`config.mk`:
```
export PLATFORM = sky130hd
export DESIGN_NAME = jtcop_snd_romarb
export DESIGN_NICKNAME = d
export VERILOG_FILES = /design/src/rtl/jtcop_snd_pkg.sv /design/src/rtl/jtcop_snd_wcache.sv /design/src/rtl/jtcop_snd_romarb.sv
export SDC_FILE = /design/constraint.sdc
export NUM_CORES = 1
export LEC_CHECK = 0
export BUFFER_PORTS_ARGS = -buffer_cell sky130_fd_sc_hd__buf_2
export CORE_MARGIN = 2
export CORE_UTILIZATION = 40
export CTS_CLUSTER_DIAMETER = 40
export DETAILED_ROUTE_END_ITERATION = 8
export PLACE_DENSITY = 0.74
export SYNTH_ARGS = -nofsm -noshare
export SYNTH_HDL_FRONTEND = slang
export SYNTH_HIERARCHICAL = 1
export SYNTH_SLANG_ARGS = --single-unit
```
`constraint.sdc`:
```
create_clock -name clk -period 1.79 [get_ports clk]
set_input_delay 0.2685 -clock clk [delete_from_list [all_inputs] [get_ports clk]]
set_output_delay 0.2685 -clock clk [all_outputs]
set_load 0.01 [all_outputs]
```
`src/rtl/jtcop_snd_pkg.sv`:
```
// rtl/jtcop_snd_pkg.sv - shared state encoding, default offsets and requester ids for the sound ROM arbiter
package jtcop_snd_pkg;

  typedef enum logic [1:0] {
    ST_IDLE     = 2'd0,
    ST_FETCH    = 2'd1,
    ST_GAP      = 2'd2,
    ST_PREFETCH = 2'd3
  } state_t;

  localparam logic [20:0] CPU_OFFSET_DEF = 21'h0;
  localparam logic [20:0] PCM_OFFSET_DEF = 21'h10000;

  localparam logic REQ_CPU = 1'b0;
  localparam logic REQ_PCM = 1'b1;

endpackage

```
`src/rtl/jtcop_snd_wcache.sv`:
```
// rtl/jtcop_snd_wcache.sv - one-word (16-bit) read cache with tag compare, byte select and fill port
module jtcop_snd_wcache #(
  parameter int AW = 17
) (
  input  logic          clk,
  input  logic          rst_n,
  input  logic [AW-1:0] addr,
  input  logic          fill_en,
  input  logic [AW-2:0] fill_tag,
  input  logic [15:0]   fill_word,
  output logic          hit,
  output logic [7:0]    data,
  output logic [AW-2:0] tag,
  output logic [15:0]   word,
  output logic          valid
);

  logic [15:0]   word_q, word_d;
  logic [AW-2:0] tag_q, tag_d;
  logic          valid_q, valid_d;

  always_comb begin
    word_d  = word_q;
    tag_d   = tag_q;
    valid_d = valid_q;
    if (fill_en) begin
      word_d  = fill_word;
      tag_d   = fill_tag;
      valid_d = 1'b1;
    end
  end

  always_ff @(posedge clk or negedge rst_n) begin
    if (!rst_n) begin
      word_q  <= 16'h0;
      tag_q   <= '0;
      valid_q <= 1'b0;
    end else begin
      word_q  <= word_d;
      tag_q   <= tag_d;
      valid_q <= valid_d;
    end
  end

  assign hit   = valid_q && (tag_q == addr[AW-1:1]);
  assign data  = addr[0] ? word_q[15:8] : word_q[7:0];
  assign tag   = tag_q;
  assign word  = word_q;
  assign valid = valid_q;

endmodule

```
`src/rtl/jtcop_snd_romarb.sv`:
```
// rtl/jtcop_snd_romarb.sv - shares one SDRAM read slot between sound CPU ROM and ADPCM ROM
// Optional ADPCM next-word prefetch buffer: JTCOP_SNDARB_PREFETCH_EN.
module jtcop_snd_romarb
  import jtcop_snd_pkg::*;
#(
  parameter int            CPU_AW     = 17,
  parameter int            PCM_AW     = 18,
  parameter int            SW         = 21,
  parameter logic [SW-1:0] CPU_OFFSET = CPU_OFFSET_DEF,
  parameter logic [SW-1:0] PCM_OFFSET = PCM_OFFSET_DEF
) (
  input  logic              clk,
  input  logic              rst_n,
  input  logic              cpu_cs,
  input  logic [CPU_AW-1:0] cpu_addr,
  output logic [7:0]        cpu_data,
  output logic              cpu_ok,
  input  logic              pcm_cs,
  input  logic [PCM_AW-1:0] pcm_addr,
  output logic [7:0]        pcm_data,
  output logic              pcm_ok,
  output logic              sdram_cs,
  output logic [SW-1:0]     sdram_addr,
  input  logic [15:0]       sdram_data,
  input  logic              sdram_ok
);

  localparam int TW = ((CPU_AW > PCM_AW) ? CPU_AW : PCM_AW) - 1;

  state_t        state_q, state_d;
  logic          serve_q, serve_d;
  logic          pcm_turn_q, pcm_turn_d;   // pcm wins the next contested grant
  logic [SW-1:0] sdram_addr_q, sdram_addr_d;
  logic [TW-1:0] cap_tag_q, cap_tag_d;

  logic              cpu_hit, pcm_hit, cpu_fill, pcm_fill, pcm_fill_en, pcm_valid;
  logic              cpu_miss, pcm_miss, pcm_need;
  logic [SW-1:0]     cpu_wa, pcm_wa;
  logic [PCM_AW-2:0] pcm_tag, pcm_fill_tag;
  logic [15:0]       pcm_fill_word;
  logic [CPU_AW-2:0] cpu_tag_unused;
  logic [15:0]       cpu_word_unused, pcm_word_unused;
  logic              cpu_valid_unused;

  assign cpu_miss = cpu_cs & ~cpu_hit;
  assign pcm_miss = pcm_cs & ~pcm_hit;
  assign cpu_wa   = SW'(cpu_addr[CPU_AW-1:1]) + CPU_OFFSET;
  assign pcm_wa   = SW'(pcm_addr[PCM_AW-1:1]) + PCM_OFFSET;
  assign cpu_ok   = cpu_cs & cpu_hit;
  assign pcm_ok   = pcm_cs & pcm_hit;

`ifdef JTCOP_SNDARB_PREFETCH_EN
  logic              nxt_hit, nxt_fill, nxt_valid, pcm_copy;
  logic [PCM_AW-2:0] nxt_tag, pf_tag;
  logic [15:0]       nxt_word;
  logic [7:0]        nxt_data_unused;

  assign pf_tag        = pcm_tag + 1'b1;
  assign pcm_need      = pcm_miss & ~nxt_hit;
  assign pcm_fill_en   = pcm_fill | pcm_copy;
  assign pcm_fill_word = pcm_copy ? nxt_word : sdram_data;
  assign pcm_fill_tag  = pcm_copy ? nxt_tag : cap_tag_q[PCM_AW-2:0];

  jtcop_snd_wcache #(.AW(PCM_AW)) u_nxt (
    .clk(clk), .rst_n(rst_n), .addr(pcm_addr), .fill_en(nxt_fill),
    .fill_tag(cap_tag_q[PCM_AW-2:0]), .fill_word(sdram_data), .hit(nxt_hit),
    .data(nxt_data_unused), .tag(nxt_tag), .word(nxt_word), .valid(nxt_valid)
  );
`else
  logic pcm_unused;

  assign pcm_need      = pcm_miss;
  assign pcm_fill_en   = pcm_fill;
  assign pcm_fill_word = sdram_data;
  assign pcm_fill_tag  = cap_tag_q[PCM_AW-2:0];
  assign pcm_unused    = ^{pcm_tag, pcm_valid};
`endif

  always_comb begin
    state_d      = state_q;
    serve_d      = serve_q;
    pcm_turn_d   = pcm_turn_q;
    sdram_addr_d = sdram_addr_q;
    cap_tag_d    = cap_tag_q;
    cpu_fill     = 1'b0;
    pcm_fill     = 1'b0;
`ifdef JTCOP_SNDARB_PREFETCH_EN
    pcm_copy     = 1'b0;
    nxt_fill     = 1'b0;
`endif
    case (state_q)
      ST_IDLE: begin
`ifdef JTCOP_SNDARB_PREFETCH_EN
        pcm_copy = pcm_miss & nxt_hit;
`endif
        if (cpu_miss && !(pcm_need && pcm_turn_q)) begin
          state_d      = ST_FETCH;
          serve_d      = REQ_CPU;
          sdram_addr_d = cpu_wa;
          cap_tag_d    = TW'(cpu_addr[CPU_AW-1:1]);
        end else if (pcm_need) begin
          state_d      = ST_FETCH;
          serve_d      = REQ_PCM;
          sdram_addr_d = pcm_wa;
          cap_tag_d    = TW'(pcm_addr[PCM_AW-1:1]);
        end
`ifdef JTCOP_SNDARB_PREFETCH_EN
        else if (!pcm_miss && pcm_valid && !(nxt_valid && nxt_tag == pf_tag)) begin
          state_d      = ST_PREFETCH;
          sdram_addr_d = SW'(pf_tag) + PCM_OFFSET;
          cap_tag_d    = TW'(pf_tag);
        end
`endif
      end
      ST_FETCH: begin
        if (sdram_ok) begin
          if (serve_q == REQ_PCM) pcm_fill = 1'b1;
          else                    cpu_fill = 1'b1;
          pcm_turn_d = (serve_q == REQ_CPU);
          state_d    = ST_GAP;
        end
      end
`ifdef JTCOP_SNDARB_PREFETCH_EN
      ST_PREFETCH: begin
        if (sdram_ok) begin
          nxt_fill = 1'b1;
          state_d  = ST_GAP;
        end
      end
`endif
      ST_GAP:  state_d = ST_IDLE;
      default: state_d = ST_IDLE;
    endcase
  end

  always_ff @(posedge clk or negedge rst_n) begin
    if (!rst_n) begin
      state_q      <= ST_IDLE;
      serve_q      <= REQ_CPU;
      pcm_turn_q   <= 1'b0;
      sdram_addr_q <= '0;
      cap_tag_q    <= '0;
    end else begin
      state_q      <= state_d;
      serve_q      <= serve_d;
      pcm_turn_q   <= pcm_turn_d;
      sdram_addr_q <= sdram_addr_d;
      cap_tag_q    <= cap_tag_d;
    end
  end

  assign sdram_cs   = (state_q == ST_FETCH) || (state_q == ST_PREFETCH);
  assign sdram_addr = sdram_addr_q;

  jtcop_snd_wcache #(.AW(CPU_AW)) u_cpu (
    .clk(clk), .rst_n(rst_n), .addr(cpu_addr), .fill_en(cpu_fill),
    .fill_tag(cap_tag_q[CPU_AW-2:0]), .fill_word(sdram_data), .hit(cpu_hit),
    .data(cpu_data), .tag(cpu_tag_unused), .word(cpu_word_unused), .valid(cpu_valid_unused)
  );

  jtcop_snd_wcache #(.AW(PCM_AW)) u_pcm (
    .clk(clk), .rst_n(rst_n), .addr(pcm_addr), .fill_en(pcm_fill_en),
    .fill_tag(pcm_fill_tag), .fill_word(pcm_fill_word), .hit(pcm_hit),
    .data(pcm_data), .tag(pcm_tag), .word(pcm_word_unused), .valid(pcm_valid)
  );

endmodule

```
==> flow_metrics.tcl, run 1 <==
set metrics [dict create \
    status "complete, but fails checks" \
    failed_checks "setup timing" \
    dr.pass1.iters 4 \
    via_per_inst 5.03 \
    cts_tree "yes" \
    setup_viol 22 \
    routed-wl-met3_um 325 \
    ant_nets 0 \
    highest_layer "met4" \
    wl_mm 9.71 \
    area_growth_pct 27.4 \
    synthCells 327 \
    multi_input_area_mm2 0.00183 \
    wl_met2_mm 4.88 \
    min_path_type "in2reg" \
    cts-root-buf "clkbuf_8" \
    first_global_vias 3013 \
    path_class "reg2reg" \
    max_freq_ghz 0.437 \
    yosys_warnings 6 \
    ys_seq_area_frac 0.544 \
    vdd_drop_max_uv 681 \
    cts-buffers-inserted 9 \
    n_antenna_cell 0 \
    place_ws_ns -0.501 \
    die_w_um 105 \
    remaining_drc_errors 0 \
    stdcell_count 574 \
    finalCriticalPeriod_ns 2.29 \
    grt_setup_unrepaired "true" \
    cp_data_arrival_time_ns 2.54 \
    layout.area.seq_mm2 0.00223 \
    finalWeightedCongestion 0.788 \
    drtIter0Drc 146 \
    final_cell_mix "buf_2 (91), dfrtp_1 (89), mux2_2 (81)" \
    path_clk_slew_ns 0.09 \
    synth_top_cell_area_share 0.544 \
    start_kind "flop" \
    cts_buffer_depth 2 \
    netlist_area_mm2 0.00410 \
    netlist-cell-type-count 29 \
    p_leak_nw 2.29 \
    grt_pass1_wl_mm 15.4 \
    placed_cell_area_mm2 0.00482 \
    overflow 0 \
    required_ns 2.04 \
    clock_latency_ns 0.35 \
    yosys.area.top_type "dfrtp_1" \
    yosys-top-cells-area "dfrtp_1 (54%), mux2_2 (22%), xnor2_1 (5.3%)" \
    grt_usage 0.180 \
    yosys_register_bits 89 \
    final_area_mm2 0.00522 \
    finalCritPeriodShare 1.28 \
    final_common_cell "buf_2" \
    avgRoutedWirePerCell_um 16.9 \
    fp.dieH_um 105 \
    p_total_mw 8.71 \
    final.setup.worst_slack_ns -0.499 \
    drive_gt1_frac 0.537 \
    crit_fanout 8 \
    end_kind "flop" \
    grt_max_degree 38 \
    dp_cells 554 \
    start_util 0.415 \
    num_io_pins 96 \
    slew_violations 0 \
    fillers 827 \
    dp_hpwl_mm 6.84 \
    final_core_util 0.529 \
    tns_ns -10.20 \
    clkSinkCount 89 \
    row_count 36 \
    maxCapViolations 0 \
    antenna_found_initial 0 \
    cts-htree-levels 3 \
    holdWs_ns 0.149 \
    avgSynthCellArea_um2 12.5 \
    met1_length_mm 4.33 \
    powerDensity_mw_per_mm2 1670 \
    vias 2889 \
    dieArea_mm2 0.0111 \
    coreArea_mm2 0.00986 \
    fin_nets 492 \
    clock_skew_ns 0.00889 \
    hold_viol_final 0 \
    port_buffers 92 \
]
power by group:
| part | switching [mW] | total, mW | internal (mW) |
|---|---|---|---|
| logic | 1.57 | 3.57 | 2.01 |
| registers | 0.700 | 3.72 | 3.02 |
| clock network | 0.735 | 1.42 | 0.685 |
| total | 3.00 | 8.71 | 5.71 |
path summary, 6_finish.rpt:
path / from / end / slack, ns / cells past startpoint
worst min register to register: u_cpu/valid / u_cpu/valid / 0.48 / 1
min in group asynchronous: rst_n / u_pcm/tag[6] / 0.37 / 2
worst max-delay path: u_cpu/tag[5] / cap_tag_q[13] / -0.50 / 10
max in group asynchronous: rst_n / u_cpu/word[0] / 0.84 / 3
worst max register to register: u_cpu/tag[5] / cap_tag_q[13] / -0.50 / 10
worst min-delay path: sdram_data[15] / u_cpu/word[15] / 0.15 / 2
what timing repair did:
item                                    CTS  global route
gates cloned                              0             2
pin swaps                                 3             2
hold endpoints to repair                 23             0
hold buffers                              1             0
endpoints found under the setup margin   22            22
resized for setup                        12            16
setup buffers                             0             1
layer usage:
layer  global-route usage  vias to the layer above
li1                     -                     1339
met3               0.0387                       11
met4               0.0705                        0
met1                0.229                     1474
met2                0.299                       65
met5                    0                        -
flip-flops by register name (all words and copies together) (netlist names):
register	flops
cap_tag_q	16
pcm_turn_q	1
sdram_addr	2
serve_q	1
state_q	2
u_cpu/tag	16
u_cpu/valid	1
u_cpu/word	16
u_pcm/tag	17
u_pcm/valid	1
u_pcm/word	16
synthesized netlist by cell type:
master	n
buf_2	10
inv_1	3
nand2_2	1
nand4_1	6
dfrtp_1	89
nor3b_1	1
xor2_1	8
nor4_2	2
xnor2_1	25
buf_6	5
nor2_1	19
or2_2	2
clkbuf_1	2
and2_1	5
nor2b_4	1
nand3_1	2
nand2_1	34
nor2b_1	1
o21a_1	1
mux2_2	81
nand3b_1	1
o21ai_1	2
o22ai_1	1
and3b_1	1
conb_1	1
or2_1	1
nor4_1	2
a31oi_1	16
buf_4	4
worst max-delay path, cell delays in order (launching register included):
cell and delay [ns]:
dfrtp_1 0.42, xor2_2 0.17, nor4_2 0.33, nand4_1 0.20
nor4_4 0.26, buf_4 0.18, nor2b_4 0.05, o21a_4 0.28
clkbuf_16 0.18, nor2_1 0.08, a31oi_1 0.04
logic make-up after synthesis:
| logic type | synth area share |
|---|---|
| AOI/OAI and AO/OA | 0.0303 |
| xor gates and xnor gates | 0.0706 |
| buffers and inverters | 0.0379 |
| DFF | 0.544 |
| muxes | 0.223 |
| other | 0.000916 |
| and+or+nand+nor | 0.0938 |
final cells by class:
type,instances,area share
Clock buffer,10,0.0264
Multi-Input combinational cell,216,0.350
Tap cell,133,0.0319
Sequential cell,89,0.427
Inverter,3,0.00216
Clock inverter,6,0.0130
Timing Repair Buffer,117,0.149
Note: power is estimated with default switching activity, not from simulation.
==> inputs of run 2 (changes only) <==
HOLD_SLACK_MARGIN = 0.15   (was not set)
==> run 2 against run 1 <==
The flow still finishes with violations (setup timing). Maximum frequency up 0.37%. Setup slack better by 0.0084 ns. Critical path depth unchanged. Design area up 2.3%. Flip-flop and latch count unchanged. Count of clock-buffer cells in the layout unchanged. Critical endpoint unchanged.
==> flow_metrics.tcl, run 2 (same netlist as run 1, synthesis figures left out) <==
set metrics [dict create \
    avgRoutedWirePerCell_um 16.7 \
    vdd_drop_max_uv 681 \
    finalCriticalPeriod_ns 2.28 \
    slowest_delay_ns 0.42 \
    start_util 0.415 \
    powerDensity_mw_per_mm2 1640 \
    hold_viol_final 0 \
    area_growth_pct 30.3 \
    max_freq_ghz 0.439 \
    finalWeightedCongestion 0.788 \
    wl_mm 9.82 \
    holdWs_ns 0.169 \
    cts-htree-levels 3 \
    fillers 814 \
    grt_usage 0.181 \
    clkSinkCount 89 \
    die_w_um 105 \
    largest_reg_flops 17 \
    end_kind "flop" \
    drive_gt1_frac 0.523 \
    critPathSlowestCell "dfrtp_1" \
    coreArea_mm2 0.00986 \
    required_ns 2.04 \
    via_per_inst 4.96 \
    grt_pass1_wl_mm 15.5 \
    stdcell_count 586 \
    finalCritPeriodShare 1.27 \
    crit_fanout 8 \
    final.setup.worst_slack_ns -0.490 \
    fin_nets 504 \
    row_count 36 \
    cts-buffers-inserted 9 \
    setup_viol 22 \
    dr.pass1.iters 4 \
    cts-root-buf "clkbuf_8" \
    maxCapViolations 0 \
    grt_max_degree 38 \
    ant_nets 0 \
    port_buffers 92 \
    num_io_pins 96 \
    remaining_drc_errors 0 \
    drtIter0Drc 162 \
    final_common_cell "buf_2" \
    clock_skew_ns 0.00946 \
    status "complete, but fails checks" \
    antenna_found_initial 0 \
    grt_setup_unrepaired "true" \
    path_clk_slew_ns 0.09 \
    cts_tree "yes" \
    dp_cells 554 \
    final_cell_mix "buf_2 (91), dfrtp_1 (89), mux2_2 (81)" \
    overflow 0 \
    dieArea_mm2 0.0111 \
    clock_latency_ns 0.36 \
    path_class "reg2reg" \
    first_global_vias 3037 \
    min_path_type "in2reg" \
    cp_data_arrival_time_ns 2.53 \
    tns_ns -10.01 \
    slew_violations 0 \
    failed_checks "setup timing" \
    dp_hpwl_mm 6.84 \
    cts_buffer_depth 2 \
    p_leak_nw 2.34 \
    vias 2904 \
    start_kind "flop" \
    fp.dieH_um 105 \
    crit_path_cell_trace "xor2_2 > nor4_2 > nand4_1 > nor4_4 > buf_4 > nor2b_4 > o21a_4 > clkbuf_16 > nor2_1 > a31oi_1" \
    n_antenna_cell 0 \
]
run 2: cell types whose count changed in the layout (fill, tap and decap cells not counted), sizes merged:
cell / before / now
dlygate4sd3: 1 / 13
run 2: path summary, 6_finish.rpt:
kind / from / to / slack (ns) / cells after the start
max in group asynchronous: rst_n / u_cpu/word[0] / 0.85 / 3
min in group asynchronous: rst_n / u_pcm/tag[6] / 0.37 / 2
hold reg to reg: u_cpu/valid / u_cpu/valid / 0.48 / 1
hold / removal: sdram_data[6] / u_cpu/word[6] / 0.17 / 2
setup reg to reg: u_cpu/tag[5] / cap_tag_q[13] / -0.49 / 10
setup / recovery: u_cpu/tag[5] / cap_tag_q[13] / -0.49 / 10
run 2: metal layers:
| metal | vias to the layer above | wire length [µm] | GRT usage |
|---|---|---|---|
| met3 | 11 | 426 | 0.0393 |
| met4 | 0 | 176 | 0.0705 |
| met5 | - | 0 | 0 |
| met2 | 80 | 4990 | 0.301 |
| met1 | 1452 | 4230 | 0.229 |
| li1 | 1361 | - | - |
run 2: final cells by class:
cell class | instances | area (µm²) | area share
timing repair buffer | 129 | 900 | 0.169
tap | 133 | 166 | 0.0312
clock buffer | 10 | 138 | 0.0258
multi-input combinational | 216 | 1830 | 0.342
sequential | 89 | 2230 | 0.417
clock inverter | 6 | 67.6 | 0.0127
inverter | 3 | 11.3 | 0.00211
run 2: per-stage QoR:
stage	total power, mW	instance area, µm²	setup WS, ns	util
finish	8.73	5340	-0.490	0.541
global route	9.31	5340	-0.664	0.541
global placement	6.81	4820	-0.521	0.489
floorplan	5.84	4120	-0.0696	-
detailed placement	6.97	4820	-0.501	0.489
CTS	8.53	5140	-0.640	0.521
run 2: repair_timing:
| action | 4_1_cts | 5_1_grt |
|---|---|---|
| setup buffers | 0 | 1 |
| hold buffers | 7 | 6 |
| pin swaps | 3 | 2 |
| gates cloned | 0 | 2 |
| endpoints found under the setup margin | 22 | 22 |
| gates resized for setup | 12 | 16 |
| hold endpoints to repair | 36 | 8 |
run 2: where the power goes:
group	leakage (nW)	total (mW)	switching (mW)	internal, mW
Sequential	1.03	3.72	0.701	3.02
Combinational	1.21	3.59	1.57	2.02
Clock	0.0985	1.42	0.736	0.686
run 2: critical path: cells and delay by family, from the launching register on:
kind / cells / cell delay (ns)
AO/OA/AOI/OAI: 2 / 0.32
buffers and inverters: 2 / 0.36
flip-flops: 1 / 0.42
XOR/XNOR: 1 / 0.17
AND/OR/NAND/NOR: 5 / 0.90
==> inputs of run 3 (changes only) <==
BUFFER_PORTS_ARGS = -buffer_cell sky130_fd_sc_hd__buf_4   (was -buffer_cell sky130_fd_sc_hd__buf_2)
==> run 3 against run 2 <==
The flow still finishes with violations (setup timing). Sequential share of layout area shrank 2.1 points. Cell count rose by 0.51%. Clock power shrank 8%. Clock skew fell by 0.00073 ns. Utilization up 2.8 points. Design area is 5.2% higher. Sequential power is essentially flat. Largest power group is now combinational logic. Non-clock buffer count rose by 4. Die area stayed put. Largest cell class unchanged. Critical path depth shrank 1.
==> flow_metrics.tcl, run 3 (same netlist as run 1, synthesis figures left out) <==
set metrics [dict create \
    num_io_pins 96 \
    min_path_type "in2reg" \
    p_sw_frac 0.338 \
    row_count 36 \
    remaining_drc_errors 0 \
    p_total_mw 8.96 \
    crit_fanout 5 \
    final_common_cell "buf_4" \
    dr.pass1.iters 6 \
    via_per_inst 5.00 \
    cts-buffers-inserted 9 \
    dieArea_mm2 0.0111 \
    first_global_vias 3210 \
    overflow 0 \
    p_leak_nw 2.42 \
    final_cell_mix "buf_4 (104), dfrtp_1 (89), mux2_2 (81)" \
    finalWeightedCongestion 0.763 \
    fp.dieH_um 105 \
    start_util 0.415 \
    reg2reg_slack_ns -0.51 \
    die_w_um 105 \
    n_antenna_cell 0 \
    status "complete, but fails checks" \
    final_area_mm2 0.00561 \
    coreArea_mm2 0.00986 \
    powerDensity_mw_per_mm2 1600 \
    final.setup.worst_slack_ns -0.506 \
    vias 2946 \
    grt_pass1_wl_mm 16.0 \
    cp_data_arrival_time_ns 2.55 \
    clkSinkCount 89 \
    grt_usage 0.187 \
    clock_skew_ns 0.00873 \
    power.switching_mw 3.03 \
    fin_nets 508 \
    path_class "reg2reg" \
    clkPwrFrac 0.146 \
    seqPwrFrac 0.417 \
    finalCriticalPeriod_ns 2.30 \
    largest_reg_flops 17 \
    cts-htree-levels 3 \
    clock_latency_ns 0.36 \
    intPower_mw 5.93 \
    path_clk_slew_ns 0.09 \
    hold_viol_final 0 \
    grt_setup_unrepaired "true" \
    required_ns 2.04 \
    placed_cell_area_mm2 0.00502 \
    drtIter0Drc 154 \
    vdd_drop_max_uv 835 \
    cts-root-buf "clkbuf_8" \
    tns_ns -9.94 \
    end_kind "flop" \
    stdcell_count 589 \
    area_growth_pct 37.1 \
    failed_checks "setup timing" \
    max_freq_ghz 0.436 \
    slew_violations 0 \
    maxCapViolations 0 \
    dp_hpwl_mm 6.81 \
    cts_tree "yes" \
    antenna_found_initial 0 \
    finalCritPeriodShare 1.28 \
    avgRoutedWirePerCell_um 16.9 \
    cts_buffer_depth 2 \
    ant_nets 0 \
    drive_gt1_frac 0.524 \
    setup_viol 22 \
    wl_mm 9.93 \
    grt_max_degree 45 \
    start_kind "flop" \
    p_comb_frac 0.436 \
    port_buffers 92 \
    dp_cells 550 \
]
## run 3: cell count changes in the layout (fill, tap and decap cells not counted), sizes merged
cell and change:
buf +2, bufinv -1, clkbuf +2, clkinv -2, clkinvlp -1, dlygate4sd3 +3
## run 3: timing repair
item,in CTS,in global routing
hold buffers,16,0
buffers inserted,3,3
gates cloned,1,1
resized for setup,8,31
pin swaps,4,8
endpoints found under the setup margin,22,22
endpoints found under the hold margin,52,0
## run 3: power groups by stage
stage	Combinational, mW	Sequential [mW]	Clock (mW)
2_1_floorplan	2.21	3.63	0
3_3_place_gp	3.41	3.67	0
3_5_place_dp	3.50	3.74	0
4_1_cts	3.71	3.70	1.34
5_1_grt	4.21	3.89	1.43
6_report	3.91	3.74	1.31
## run 3: cell type report
cell class	instances	area, µm²
Tap cell	133	166
Multi-Input combinational cell	216	1850
Clock buffer	13	169
Inverter	3	11.3
Clock inverter	2	12.5
Sequential cell	89	2230
Fill cell	823	4250
Timing Repair Buffer	133	1170
## run 3: stage by stage
stage	worst slack, ns	hold WS (ns)	utilization
2_1_floorplan	-0.0696	-0.0271	-
3_3_place_gp	-0.534	0.212	0.509
3_5_place_dp	-0.544	0.214	0.509
4_1_cts	-0.577	0.154	0.552
5_1_grt	-0.622	0.152	0.569
6_report	-0.506	0.159	0.569
## run 3: critical path, cell delays in order, from the launching register on
cell	delay [ns]
dfrtp_1	0.41
xor2_2	0.16
nor4_2	0.33
nand4_1	0.19
nor4_4	0.26
buf_4	0.18
nor2b_4	0.05
o21a_4	0.25
buf_6	0.13
or2_1	0.20
## run 3: worst paths after layout
| check | depth (start not counted) | startpoint | endpoint |
|---|---|---|---|
| min in group asynchronous | 2 | rst_n | cap_tag_q[11] |
| hold / removal | 2 | sdram_data[8] | u_cpu/word[8] |
| hold reg to reg | 1 | u_cpu/valid | u_cpu/valid |
| max in group asynchronous | 3 | rst_n | u_cpu/word[2] |
| setup / recovery | 9 | u_cpu/tag[7] | state_q[0] |
| setup reg to reg | 9 | u_cpu/tag[7] | state_q[0] |
## run 3: routing by layer
layer  up-vias  wire length, µm  part of all wire  global-route usage
met5         -                0                 0                   0
met4         0              138             0.014              0.0590
met2        84             5070              0.51               0.318
li1       1365                -                 -                   -
met3        14              453             0.046              0.0430
met1      1483             4270              0.43               0.236
